--- src/rtl/ai_core_pkg.sv ---
// ai_core_pkg: shared FSM state enum and default widths for the operand unpacker
package ai_core_pkg;
  typedef enum logic [0:0] {EMPTY = 1'b0, DRAIN = 1'b1} state_t;
  localparam int DEF_WORD_WIDTH = 32;
  localparam int DEF_ELEM_WIDTH = 8;
  localparam int DEF_OUT_WIDTH = 16;
endpackage

--- src/rtl/sign_extender.sv ---
// sign_extender: sign- or zero-extends an IN_WIDTH value to OUT_WIDTH
module sign_extender #(
  parameter int IN_WIDTH = 8,
  parameter int OUT_WIDTH = 16
) (
  input  logic [IN_WIDTH-1:0]  in_data,
  input  logic                 is_signed,
  output logic [OUT_WIDTH-1:0] out_data
);
  logic signed [IN_WIDTH:0] ext;
  assign ext = {is_signed & in_data[IN_WIDTH-1], in_data};
  assign out_data = OUT_WIDTH'(ext);
endmodule

--- src/rtl/operand_unpacker.sv ---
// operand_unpacker: splits a packed word into extended lanes; OPERAND_UNPACKER_LAST_EN adds in_last/out_last
module operand_unpacker
  import ai_core_pkg::*;
#(
  parameter int WORD_WIDTH = DEF_WORD_WIDTH,
  parameter int ELEM_WIDTH = DEF_ELEM_WIDTH,
  parameter int OUT_WIDTH = DEF_OUT_WIDTH,
  localparam int LANES = WORD_WIDTH / ELEM_WIDTH,
  localparam int LW = $clog2(LANES)
) (
  input  logic                  clk,
  input  logic                  rst_n,
  input  logic                  flush,
  input  logic                  in_valid,
  output logic                  in_ready,
  input  logic [WORD_WIDTH-1:0] in_data,
  input  logic                  in_signed,
`ifdef OPERAND_UNPACKER_LAST_EN
  input  logic                  in_last,
  output logic                  out_last,
`endif
  output logic                  out_valid,
  input  logic                  out_ready,
  output logic [OUT_WIDTH-1:0]  out_data,
  output logic [LW-1:0]         out_lane
);
  localparam logic [LW-1:0] LAST = LW'(LANES - 1);
  if (WORD_WIDTH % ELEM_WIDTH != 0 || OUT_WIDTH < ELEM_WIDTH || LANES < 2) begin : g_bad_cfg
    $error("operand_unpacker: illegal WORD_WIDTH/ELEM_WIDTH/OUT_WIDTH combination");
  end
  state_t state;
  logic [WORD_WIDTH-1:0] word_q;
  logic sgn_q;
  logic [LW-1:0] lane;
  logic [ELEM_WIDTH-1:0] elem;
  logic out_hs, lane_end, accept;
  assign out_valid = state == DRAIN;
  assign out_hs = out_valid && out_ready;
  assign lane_end = lane == LAST;
  // rst_n gate keeps in_ready low while reset is held
  assign in_ready = rst_n && !flush && (state == EMPTY || (out_hs && lane_end));
  assign accept = in_valid && in_ready;
  assign out_lane = lane;
  assign elem = word_q[lane*ELEM_WIDTH +: ELEM_WIDTH];
  sign_extender #(.IN_WIDTH(ELEM_WIDTH), .OUT_WIDTH(OUT_WIDTH)) u_ext (
    .in_data  (elem),
    .is_signed(sgn_q),
    .out_data (out_data)
  );
  always_ff @(posedge clk) begin
    if (!rst_n) begin
      state <= EMPTY;
      word_q <= '0;
      sgn_q <= 1'b0;
      lane <= '0;
    end else if (flush) begin
      state <= EMPTY;
      lane <= '0;
    end else if (accept) begin
      state <= DRAIN;
      word_q <= in_data;
      sgn_q <= in_signed;
      lane <= '0;
    end else if (out_hs) begin
      state <= lane_end ? EMPTY : DRAIN;
      lane <= lane_end ? '0 : lane + 1'b1;
    end
  end
`ifdef OPERAND_UNPACKER_LAST_EN
  logic last_q;
  assign out_last = last_q && lane_end;
  always_ff @(posedge clk) begin
    if (!rst_n || flush) last_q <= 1'b0;
    else if (accept) last_q <= in_last;
  end
`endif
endmodule

--- config.mk ---
export PLATFORM = sky130hd
export DESIGN_NAME = operand_unpacker
export DESIGN_NICKNAME = d
export VERILOG_FILES = /design/src/rtl/ai_core_pkg.sv /design/src/rtl/sign_extender.sv /design/src/rtl/operand_unpacker.sv
export SDC_FILE = /design/constraint.sdc
export NUM_CORES = 1
export LEC_CHECK = 0
export ABC_AREA = 1
export CORE_ASPECT_RATIO = 1.1
export CORE_MARGIN = 2
export CORE_UTILIZATION = 54
export CTS_BUF_LIST = sky130_fd_sc_hd__clkbuf_2 sky130_fd_sc_hd__clkbuf_4 sky130_fd_sc_hd__clkbuf_8
export DETAILED_ROUTE_END_ITERATION = 10
export PLACE_DENSITY = 0.86
export SLEW_MARGIN = 20
export SYNTH_ARGS = -nofsm -noshare
export SYNTH_HDL_FRONTEND = slang
export SYNTH_HIERARCHICAL = 1
export SYNTH_SLANG_ARGS = --single-unit
export TNS_END_PERCENT = 10
--- constraint.sdc ---
create_clock -name clk -period 3 [get_ports clk]
set_input_delay 0.75 -clock clk [delete_from_list [all_inputs] [get_ports clk]]
set_output_delay 0.75 -clock clk [all_outputs]
set_load 0.005 [all_outputs]
==> results.md, run 1 <==
- Slew headroom: 0.678
- Vias in the first global route: a little under 2000
- Fin. Hold Viols: 0
- Total core area: around 4000 um^2
- Cells after Synth: roughly 370
- Die Area: 4600 um^2
- Most frequent cells in the layout: 103 x inv_1, 72 x nand2_1, 57 x clkdlybuf4s50_1
- Sequential area share after synthesis: 0.328
- Synth area leaders: dfxtp_1 33%, inv_1 18%, nand2_1 12%
- Tcrit/Tclk final: 0.944
- Synth Area in Compound Gates: 0.0683
- H-tree depth: 2
- MaxCap Viol Count: 0
- Post-CTS Hold Fix Bufs: 0
- GRT Overall Usage: 0.223
- IO Pins: 58
- Starting Density: 0.559
- Layout Skew: approximately 0.0066 ns
- RSZ-0062 raised after global routing: false
- TNS Setup: 0 ns
- CTS Sinks: 36
- Most common cell after layout, fill and taps aside: inv_1
- Area occupied by multi-input gates: 875 um^2
- Crit Path Max Fanout: 2
- Clock slew at reported path FFs: 0.06 ns
- IO Port Bufs: between 50 and 60
- Post-synthesis mux area share: 0
- Combinational family with the most area after synthesis: simple AND/OR/NAND/NOR gates
- Final setup vio count: 0
- Die X: about 65 um
- Worst Path Required: 2.25 ns
- DR pass1 iterations: 4
- Worst Setup Path Type: input port to output pin
- Routed len/inst: 10.8 um
- Clk_lat worst skew: 0.29 ns
- CP peak stage delay: 0.51 ns
- Post-Synth Simple-Gate Area: 0.324
- Gr ovfl total: 0
- CP endpoint kind: output pin
- CTS root buffer: clkbuf_8
- Peak VDD IR: 0.000213 V
- Power Density: around 380 nW/um^2
- Placer Congestion: between 0.8 and 0.9
- Drt total wl: just under 5 mm
- Most area-hungry cell type in the Yosys netlist: dfxtp_1
- DP Wirelength: 3.48 mm
- Antenna cells: 0
- CP cell instances: clkdlybuf4s50_1, inv_2, nor2_8, inv_1, a21oi_1, clkdlybuf4s50_1
- Final Power: 1.04 mW
- Layout cells sized above 1: 0.0474
- Worst-Margin Slew: 0.482 ns
- Max-slew violation count: 0
- Leak pwr: around 1.4 nW
- CTS tree: built
- Largest net degree at the start of global routing: 36
- CP delay by family, top: buffers and inverters
- Num CTS Buffers: 5
- Area grow syn2layout: 25.9%
- Fin nets: 440
- Hold Crit Class: register to register
- Number of remaining DRC errors: 0
- Initial antenna violation count: 0
- Vias per std cell: ~4.8
- Via count: around 2200
- Slowest CP cell: clkdlybuf4s50_1
- Status: finished, final reports clean
- # Post-CTS Setup Buffers: 0
- First-pass GRT wire length: around 8.1 mm
- Synth Area per Inst: ~6.0 um^2
- Synth top area share: 0.328
- Cell Area, Synth: 2200 um^2
- DRT antenna net count: 0
- # fillers: 363
- Syn_nets: 404
- Ys Warns: 6
- CP startpoint kind: input port
- Initial DRC count: 157
- Xor and xnor area share after synthesis: 0
- Register area: slightly above 700 um^2
- Tmin final: between 2 and 3 ns
- Die Y: approximately 71 um
- CTS max path bufs: 2
- Row cnt: 24
- CP dominant cell by count: clkdlybuf4s50_1
- CP Buf/Inv Count: 4
- Post-synth cell types: 18
- Crit path DAT: 2.08 ns
- Fmax: between 0.3 and 0.4 GHz
- Post-cts sizing count: 0
- Synth Area in Adders: 0.00569
- Seq cells post-synth: 36
cells in the mapped netlist:
cell type  instances
a21oi_1            4
buf_1              5
buf_2             13
buf_4             15
clkbuf_1           3
dfxtp_1           36
ha_1               1
inv_1            103
inv_2              2
nand2_1           72
nand3_1            1
nand3_4            1
nand4_1           33
nor2_1            50
nor2_8             1
nor3_1             1
o21ai_0           16
o22ai_1            8
power breakdown:
group	leakage [nW]	switching [mW]	total [mW]	internal, mW
registers	0.294	0.0122	0.514	0.501
logic	1.09	0.0976	0.200	0.102
clock network	0.0445	0.164	0.330	0.167
area by class of cell:
type,instances,area share
multi-input cells,188,0.316
flip-flops and latches,36,0.261
repair buffers,65,0.228
inverters,105,0.142
clock buffers,6,0.0276
well taps,52,0.0235
clock inverters,1,0.00181
worst reg2reg max path: stages, from the launching register on:
cell	delay, ns
dfxtp_1	0.59
ha_1	0.26
nand2_1	0.07
nand2_1	0.15
nand3_4	0.33
nand2_1	0.16
inv_1	0.06
nor2_1	0.11
routing by layer:
| layer | track usage | up-vias | share of wire |
|---|---|---|---|
| li1 | - | 1138 | - |
| met1 | 0.254 | 951 | 0.41 |
| met2 | 0.408 | 60 | 0.51 |
| met3 | 0.0429 | 10 | 0.058 |
| met4 | 0.0804 | 0 | 0.018 |
| met5 | 0 | - | 0 |
cells by family after synthesis:
logic type               after synthesis
flip-flops                            36
adder cells (fa/ha/maj)                1
AO/OA/AOI/OAI                         28
AND/OR/NAND/NOR                      159
buffers and inverters                141
flip-flops by register name, indices dropped and copies added, names as in the netlist:
name	flops
out_valid	1
sgn_q	1
word_q	32
out_lane	2
per-stage QoR:
step / worst slack, ns / cell area (um^2) / hold slack (ns) / util / instances
after floorplan: 0.777 / 2200 / 0.483 / - / 365
after global placement: 0.183 / 2690 / 0.493 / 0.683 / 446
after detailed placement: 0.161 / 2690 / 0.495 / 0.683 / 446
after CTS: 0.137 / 2770 / 0.509 / 0.703 / 453
after global routing: 0.000345 / 2770 / 0.532 / 0.703 / 453
final: 0.168 / 2770 / 0.507 / 0.703 / 453
final timing paths:
check	cells past startpoint	slack [ns]	start	to
max	6	0.17	rst_n	in_ready
min	4	0.51	word_q[15]	word_q[15]
max reg2reg	7	1.20	out_lane[0]	word_q[11]
min reg2reg	4	0.51	word_q[15]	word_q[15]
Note: power is estimated with default switching activity, not from simulation.
==> inputs of run 2 (changes only) <==
--- a/config.mk
+++ b/config.mk
@@ -12,6 +12,7 @@
 export CTS_BUF_LIST = sky130_fd_sc_hd__clkbuf_2 sky130_fd_sc_hd__clkbuf_4 sky130_fd_sc_hd__clkbuf_8
 export DETAILED_ROUTE_END_ITERATION = 10
 export PLACE_DENSITY = 0.86
+export SKIP_CTS_REPAIR_TIMING = 1
 export SLEW_MARGIN = 20
 export SYNTH_ARGS = -nofsm -noshare
 export SYNTH_HDL_FRONTEND = slang
==> results of run 2 <==
Same layout as run 1: the final DEF is identical, and so are final timing and power.
==> inputs of run 3 (changes only) <==
--- a/config.mk
+++ b/config.mk
@@ -13,6 +13,7 @@
 export DETAILED_ROUTE_END_ITERATION = 10
 export PLACE_DENSITY = 0.86
 export SKIP_CTS_REPAIR_TIMING = 1
+export SKIP_LAST_GASP = 1
 export SLEW_MARGIN = 20
 export SYNTH_ARGS = -nofsm -noshare
 export SYNTH_HDL_FRONTEND = slang
==> results of run 3 <==
Same layout as run 1: the final DEF is identical, and so are final timing and power.
